File: src/rtl/frame_status_tx.sv
// frame_status_tx: once per video frame, snapshots a 32-bit status word on the falling edge
// of vsync and sends it to the host as a 5-byte UART 8N1 frame. The header byte is sent
// first, then the status word LSB byte first.
//
// Ports:
//   i_clk     system clock, rising edge
//   i_rst_n   asynchronous active-low reset
//   n_vsync   active-low vsync, already in the i_clk domain
//   i_enable  1 = a vsync falling edge starts a frame, 0 = edges are ignored
//   status    status word, sampled only on the trigger cycle
//   o_tx      UART TX line, idles high, driven straight from a flop
//   o_busy    high while a frame is being shifted out
//   o_drop    one-cycle pulse when a trigger arrives while busy
module frame_status_tx #(
  parameter int unsigned CLKS_PER_BIT = 104,
  parameter logic [7:0]  HEADER       = 8'hA5
) (
  input  logic        i_clk,
  input  logic        i_rst_n,
  input  logic        n_vsync,
  input  logic        i_enable,
  input  logic [31:0] status,
  output logic        o_tx,
  output logic        o_busy,
  output logic        o_drop
);

  localparam int unsigned   CntW     = $clog2(CLKS_PER_BIT);
  localparam logic [CntW-1:0] BaudLast = CntW'(CLKS_PER_BIT - 1);

  typedef enum logic [1:0] {StIdle, StStart, StData, StStop} state_e;

  state_e          state_q, state_d;
  logic [CntW-1:0] baud_q, baud_d;
  logic [2:0]      bit_q, bit_d;
  logic [2:0]      byte_q, byte_d;
  logic [31:0]     shadow_q, shadow_d;
  logic            tx_q, tx_d;
  logic            drop_q, drop_d;
  logic            vsync_q;

  logic       trigger;
  logic       busy;
  logic       baud_last;
  logic [2:0] bit_nxt;
  logic [7:0] cur_byte;

  assign trigger   = ~n_vsync & vsync_q & i_enable;
  assign busy      = (state_q != StIdle);
  assign baud_last = (baud_q == BaudLast);
  assign bit_nxt   = bit_q + 3'd1;

  always_comb begin
    case (byte_q)
      3'd0:    cur_byte = HEADER;
      3'd1:    cur_byte = shadow_q[7:0];
      3'd2:    cur_byte = shadow_q[15:8];
      3'd3:    cur_byte = shadow_q[23:16];
      default: cur_byte = shadow_q[31:24];
    endcase
  end

  // tx_d always carries the line level of the bit that the next state starts, so o_tx
  // changes on exactly the cycle the FSM moves to the next bit.
  always_comb begin
    state_d  = state_q;
    baud_d   = baud_q;
    bit_d    = bit_q;
    byte_d   = byte_q;
    shadow_d = shadow_q;
    tx_d     = tx_q;
    drop_d   = trigger & busy;

    case (state_q)
      StIdle: begin
        baud_d = '0;
        bit_d  = '0;
        byte_d = '0;
        tx_d   = 1'b1;
        if (trigger) begin
          shadow_d = status;
          state_d  = StStart;
          tx_d     = 1'b0;
        end
      end
      StStart: begin
        baud_d = baud_last ? '0 : baud_q + CntW'(1);
        if (baud_last) begin
          state_d = StData;
          bit_d   = '0;
          tx_d    = cur_byte[0];
        end
      end
      StData: begin
        baud_d = baud_last ? '0 : baud_q + CntW'(1);
        if (baud_last) begin
          if (bit_q == 3'd7) begin
            state_d = StStop;
            tx_d    = 1'b1;
          end else begin
            bit_d = bit_nxt;
            tx_d  = cur_byte[bit_nxt];
          end
        end
      end
      StStop: begin
        baud_d = baud_last ? '0 : baud_q + CntW'(1);
        if (baud_last) begin
          if (byte_q < 3'd4) begin
            state_d = StStart;
            byte_d  = byte_q + 3'd1;
            tx_d    = 1'b0;
          end else begin
            state_d = StIdle;
            baud_d  = '0;
            bit_d   = '0;
            byte_d  = '0;
            tx_d    = 1'b1;
          end
        end
      end
      default: begin
        state_d = StIdle;
        tx_d    = 1'b1;
      end
    endcase
  end

  always_ff @(posedge i_clk or negedge i_rst_n) begin
    if (!i_rst_n) begin
      state_q  <= StIdle;
      baud_q   <= '0;
      bit_q    <= '0;
      byte_q   <= '0;
      shadow_q <= '0;
      tx_q     <= 1'b1;
      drop_q   <= 1'b0;
      vsync_q  <= 1'b1;  // no false edge right after reset
    end else begin
      state_q  <= state_d;
      baud_q   <= baud_d;
      bit_q    <= bit_d;
      byte_q   <= byte_d;
      shadow_q <= shadow_d;
      tx_q     <= tx_d;
      drop_q   <= drop_d;
      vsync_q  <= n_vsync;
    end
  end

  assign o_tx   = tx_q;
  assign o_busy = busy;
  assign o_drop = drop_q;

endmodule

File: config.mk
export PLATFORM = sky130hd
export DESIGN_NAME = frame_status_tx
export DESIGN_NICKNAME = d
export VERILOG_FILES = /design/src/rtl/frame_status_tx.sv
export SDC_FILE = /design/constraint.sdc
export NUM_CORES = 1
export LEC_CHECK = 0
export ABC_CLOCK_PERIOD_IN_PS = 3100
export CAP_MARGIN = 20
export CORE_UTILIZATION = 45
export CTS_BUF_LIST = sky130_fd_sc_hd__clkbuf_2 sky130_fd_sc_hd__clkbuf_4 sky130_fd_sc_hd__clkbuf_8
export DETAILED_ROUTE_END_ITERATION = 7
export PLACE_DENSITY = 0.69
export SLEW_MARGIN = 40
export SYNTH_ARGS = -nofsm -noshare
export SYNTH_HDL_FRONTEND = slang
export SYNTH_SLANG_ARGS = --single-unit
File: constraint.sdc
create_clock -name i_clk -period 3.1 [get_ports i_clk]
set_input_delay 0.465 -clock i_clk [delete_from_list [all_inputs] [get_ports i_clk]]
set_output_delay 0.465 -clock i_clk [all_outputs]
set_load 0.03 [all_outputs]
# Word level (Yosys, flattened, before mapping)
# Index checks and enable logic that the tools add are counted.
# totals
ff_bits,50
latch_bits,0
ram_bits,0
rom_bits,0
output_inout_bits,3
memories,0
# classes
n_addsub,3
mul,0
div_mod_pow,0
n_lt_le_gt_ge,2
eq_ne,15
shift,0
muxes,30
n_bitwise,4
n_reduce_logical,10
# op_table
operator,count
8-bit case mux with 4 select lines,1
3-bit two-way mux,7
7-bit two-way mux,3
7-bit case mux with 3 select lines,1
2-bit != test (second input constant),7
3-bit case mux with 4 select lines,1
2-bit two-way mux,5
5-bit AND reduction,2
1-bit two-way mux,8
2-bit case mux with 4 select lines,1
7-bit by 1-bit adder with 7-bit output (second input constant),1
7-bit == test (second input constant),1
3-bit by 1-bit adder with 3-bit output (second input constant),2
3-bit by 2-bit == test with 1-bit output (second input constant),2
3-bit case mux with 2 select lines,1
2-bit == test (second input constant),2
3-bit by 4-bit < comparator with 1-bit output (second input constant),1
1-bit case mux with 4 select lines,1
2-bit AND reduction,2
2-bit nonzero test,2
1-bit AND,3
1-bit binary-select mux with 3-bit select,1
3-bit by 1-bit == test with 1-bit output (second input constant),1
3-bit == test (second input constant),1
other kinds (7),7

# Logic depth before layout (Yosys ltp)
# logic_depth
depth_word,7
depth_mapped,10

# Worst setup path after synthesis
# Ideal clock, no wire load.
# synth_timing
kind,register -> register
from,register byte_q[0]
to,register tx_q (netlist: o_tx)
setup_time_ns,0.082
t_arrival_ns,1.925
required_time_ns,3.018
path_slack_ns,1.093
path_stages_with_launch,10
cell_sequence,dfrtp_1 > inv_1 > ha_1 > buf_2 > a22o_1 > a31o_1 > mux4_2 > nor3b_1 > or3_1 > o21ai_1
# synth_via
elab_chain_cells,7
elab_cells_between_ends,14
# synth_rtl
element,line,source
"start, declared",36,"logic [2:0] byte_q, byte_d;"
"start signal, assigned",143,byte_q <= byte_d;
"3-bit by 2-bit == test with 1-bit output, or another cell as far along",54,case (byte_q)
8-bit case mux with 4 select lines,54,
1-bit binary-select mux with 3-bit select,102,tx_d = cur_byte[bit_nxt];
1-bit two-way mux (implied by the code),102,
1-bit two-way mux,97,if (bit_q == 3'd7) begin
1-bit two-way mux,96,if (baud_last) begin
1-bit case mux with 4 select lines (*),74,case (state_q)
"end signal, assigned",145,tx_q <= tx_d;
"end, declared",38,"logic tx_q, tx_d;"
# Mark *: on every way between the ends. The rest lies on a longest branch, timed or not. The select of a mux whose other input is x is not followed.
# A chain may end at the register's enable or synchronous reset.

# Worst setup path in the final report
# layout_timing
from,register state_q[0]
to,output port o_busy
# layout_via
elab_chain_cells,1
# layout_rtl
element,line,source
"start, declared",33,"state_e state_q, state_d;"
"start signal, assigned",131,state_q <= StIdle;
"start signal, assigned",140,state_q <= state_d;
2-bit nonzero test,49,assign busy = (state_q != StIdle);
"end, declared",24,"output logic o_busy,"
# No other way between the ends.

==> reports/qor.yml <==
cts-root-to-sink-buffers: 2
number_of_buffers_created_by_cts: 5
cts-hold-fix-buffers: 0
cts_num_sinks: 50
cts.repair_timing.setup_buffer_count: 0
global_route.usage.met2_pct: 27.2
top_usage_layer: "met2"
worstPathArrival_ps: 1900
synth_flop_cell: "sky130_fd_sc_hd__dfrtp_1"
layout.cells.most_common_list: "sky130_fd_sc_hd__dfrtp_1 (48), sky130_fd_sc_hd__clkdlybuf4s50_1 (37), sky130_fd_sc_hd__mux2_1 (19)"
clkTransAtPathRegs_ps: 90
netlist.top_cell.by_area: "sky130_fd_sc_hd__dfrtp_1"
synthCells: 212
die_area_sq_um: 5890
wirelength_mm: 4.67
path_class: "reg -> out"
detailed_place.area_sq_um: 2940
place.port_buffers: 38
crit_required_ps: 2630
vias_in_the_first_global_route: 1744
final.setup.tns_ps: 0
drtIter0Drc: 122
core.rowCount: 26
vdd_ir_drop_max_uv: 260
ant_nets: 0
rr_worst_depth: 8
fp.coreArea_sq_um: 5240
dieHeight_um: 76.7
die_width_um: 76.7
crit-reg2reg-launch: "byte_q[0]$_DFFE_PN0P_"
synth_edf_count: 0
stdcell_area_sq_um: 3050
htreeDepth: 2
cts_tree: "yes"
synthesis_to_finish_area_growth_pct: 21.3
cts-root-buf: "sky130_fd_sc_hd__clkbuf_8"
clkLatencyLatePin_ps: 300
finalNetCount: 295
start_util_pct: 48.0
achievable-frequency_mhz: 423
final_layout_size_suffix_gt1_share_pct: 14.5
n_antenna_cell: 0
grt_first_pass_wirelength_mm: 8.10
fillers: 461
timing.final.setup_violations: 0
route.vias.total: 1720
crit-reg2reg-capture: "o_tx$_DFFE_PN1P_"
regToRegSetupSlack_ps: 850
most_common_cell_after_layout_fill_and_taps_aside: "sky130_fd_sc_hd__dfrtp_1"
synth_seq_cells: 50
io_pins: 39
share_of_flip_flops_with_an_asynchronous_set_or_reset_pct: 100
drt_drc_violations_left: 0
gp_congestion: 0.755
cell_area_after_synthesis_sq_um: 2510
ys_seq_area_share_pct: 49.9
maxCapViolCount: 0
post_synth_main_area_contributors: "sky130_fd_sc_hd__dfrtp_1 (48%), sky130_fd_sc_hd__mux2_1 (8.5%), sky130_fd_sc_hd__mux2_2 (6.3%), sky130_fd_sc_hd__ha_1 (5.5%), sky130_fd_sc_hd__dfstp_2 (2.1%)"
cts_resized: 0
track_usage_pct: 17.7
max-slew-margin-rel_pct: 64.4
detailedRoute.firstPassIterationCount: 4
tightestPinTransition_ps: 530
grt.overflow.total: 0
yosysWarningCount: 0
final_min_period_over_clock_period_pct: 76.2
synth.lib_cells_used.distinct: 45
worstPathMaxFanout: 8
startpoint_type: "flip-flop"
power_density_nw_per_um2: 380
pin_count_of_the_biggest_net_entering_global_routing: 35
grt_setup_unrepaired: "no"
fin_skew_ps: 5.34
average_via_count_per_standard_cell: 5.41
leakage_uw: 0.00138
postSynthNetCount: 259
netlist.area_leader.share_pct: 47.8
worstSetupEndpointType: "primary output"
status: "completed"
timing.final.crit_period_ps: 2360
antenna_violations_before_repair: 0
met1_usage_pct: 25.0
syn_area_per_cell_sq_um: 11.9
min_path_type: "in -> async"
timing_max_transition_violations_final: 0
final_hold_viol_count: 0
drt-wirelength-per-cell_um: 14.7
grtUsageMet3_pct: 3.81
hpwlAfterDp_mm: 3.55
## where the power goes
| group | total (uW) | internal [uW] | switching (uW) | leakage (uW) |
|---|---|---|---|---|
| clock | 444 | 237 | 206 | 0.0000542 |
| sequential | 654 | 653 | 0.348 | 0.000672 |
| combinational | 60.1 | 40.2 | 19.9 | 0.000658 |
## synthesized netlist by cell type, drive strengths merged (3+ instances only)
library cell / number
a21oi: 10
nor2: 8
a211oi: 3
nor3: 5
a22oi: 6
o21ai: 12
nor2b: 4
nand2: 9
dfrtp: 48
inv: 11
clkbuf: 4
nor3b: 4
mux2: 33
ha: 11
o31ai: 4
buf: 8
nand3: 7
## worst max-delay path by stage
| stage | slack [ps] | from | depth (start not counted) | end |
|---|---|---|---|---|
| finish | 740 | state_q[0]$_DFFE_PN0P_ | 4 | o_busy |
| global route | 650 | state_q[0]$_DFFE_PN0P_ | 4 | o_busy |
| CTS | 730 | state_q[0]$_DFFE_PN0P_ | 4 | o_busy |
| detailed placement | 760 | n_vsync | 5 | shadow_q[1]$_DFFE_PN0P_ |
| global placement | 800 | n_vsync | 5 | shadow_q[9]$_DFFE_PN0P_ |
| floorplan | 1090 | byte_q[0]$_DFFE_PN0P_ | 9 | o_tx$_DFFE_PN1P_ |
## per-stage QoR
step	hold slack [ps]	std cells	total power, uW	utilization, %	setup slack [ps]
2_1_floorplan	169	212	669	-	1090
3_3_place_gp	463	311	728	56.1	797
3_5_place_dp	472	311	728	56.1	755
4_1_cts	246	318	1180	58.1	728
5_1_grt	113	318	1210	58.2	647
6_report	96.7	318	1160	58.2	737
## per-layer routing
metal / vias up / routed length, um
met5: - / 0
met4: 0 / 37
met3: 4 / 163
met2: 33 / 2150
met1: 852 / 2320
li1: 831 / -
## cell families (layout without fill, tap and decap cells)
| kind of cell | Yosys count | count (layout) | share of synthesized area, % |
|---|---|---|---|
| multiplexers | 36 | 36 | 17.0 |
| AND/OR/NAND/NOR | 42 | 42 | 9.86 |
| AO/OA/AOI/OAI | 46 | 46 | 12.3 |
| adder cells (fa/ha/maj) | 11 | 11 | 5.48 |
| XOR/XNOR | 4 | 4 | 1.39 |
| buffers and inverters | 23 | 59 | 4.08 |
| flip-flops | 50 | 50 | 49.9 |
## critical path, cell delays in order, from the launching register on
cell,delay (ps)
sky130_fd_sc_hd__dfrtp_1,430
sky130_fd_sc_hd__inv_1,90
sky130_fd_sc_hd__ha_1,310
sky130_fd_sc_hd__inv_2,100
sky130_fd_sc_hd__clkdlybuf4s50_1,670
## sequential cells by signal, summed over array words and instances (netlist names)
| name | flops |
|---|---|
| state_q | 2 |
| baud_q | 7 |
| byte_q | 3 |
| o_tx | 1 |
| shadow_q | 32 |
| o_drop | 1 |
| vsync_q | 1 |
| bit_q | 3 |
## layout make-up
| type | instances | area, sq um | share of cell area (%) |
|---|---|---|---|
| clock inverter | 2 | 38.8 | 1.27 |
| multi-input combinational | 139 | 1160 | 37.9 |
| clock buffer | 5 | 68.8 | 2.26 |
| sequential | 50 | 1250 | 41.1 |
| inverter | 11 | 41.3 | 1.36 |
| timing repair buffer | 41 | 400 | 13.1 |
| tap | 70 | 87.6 | 2.87 |
Note: power is estimated with default switching activity, not from simulation.
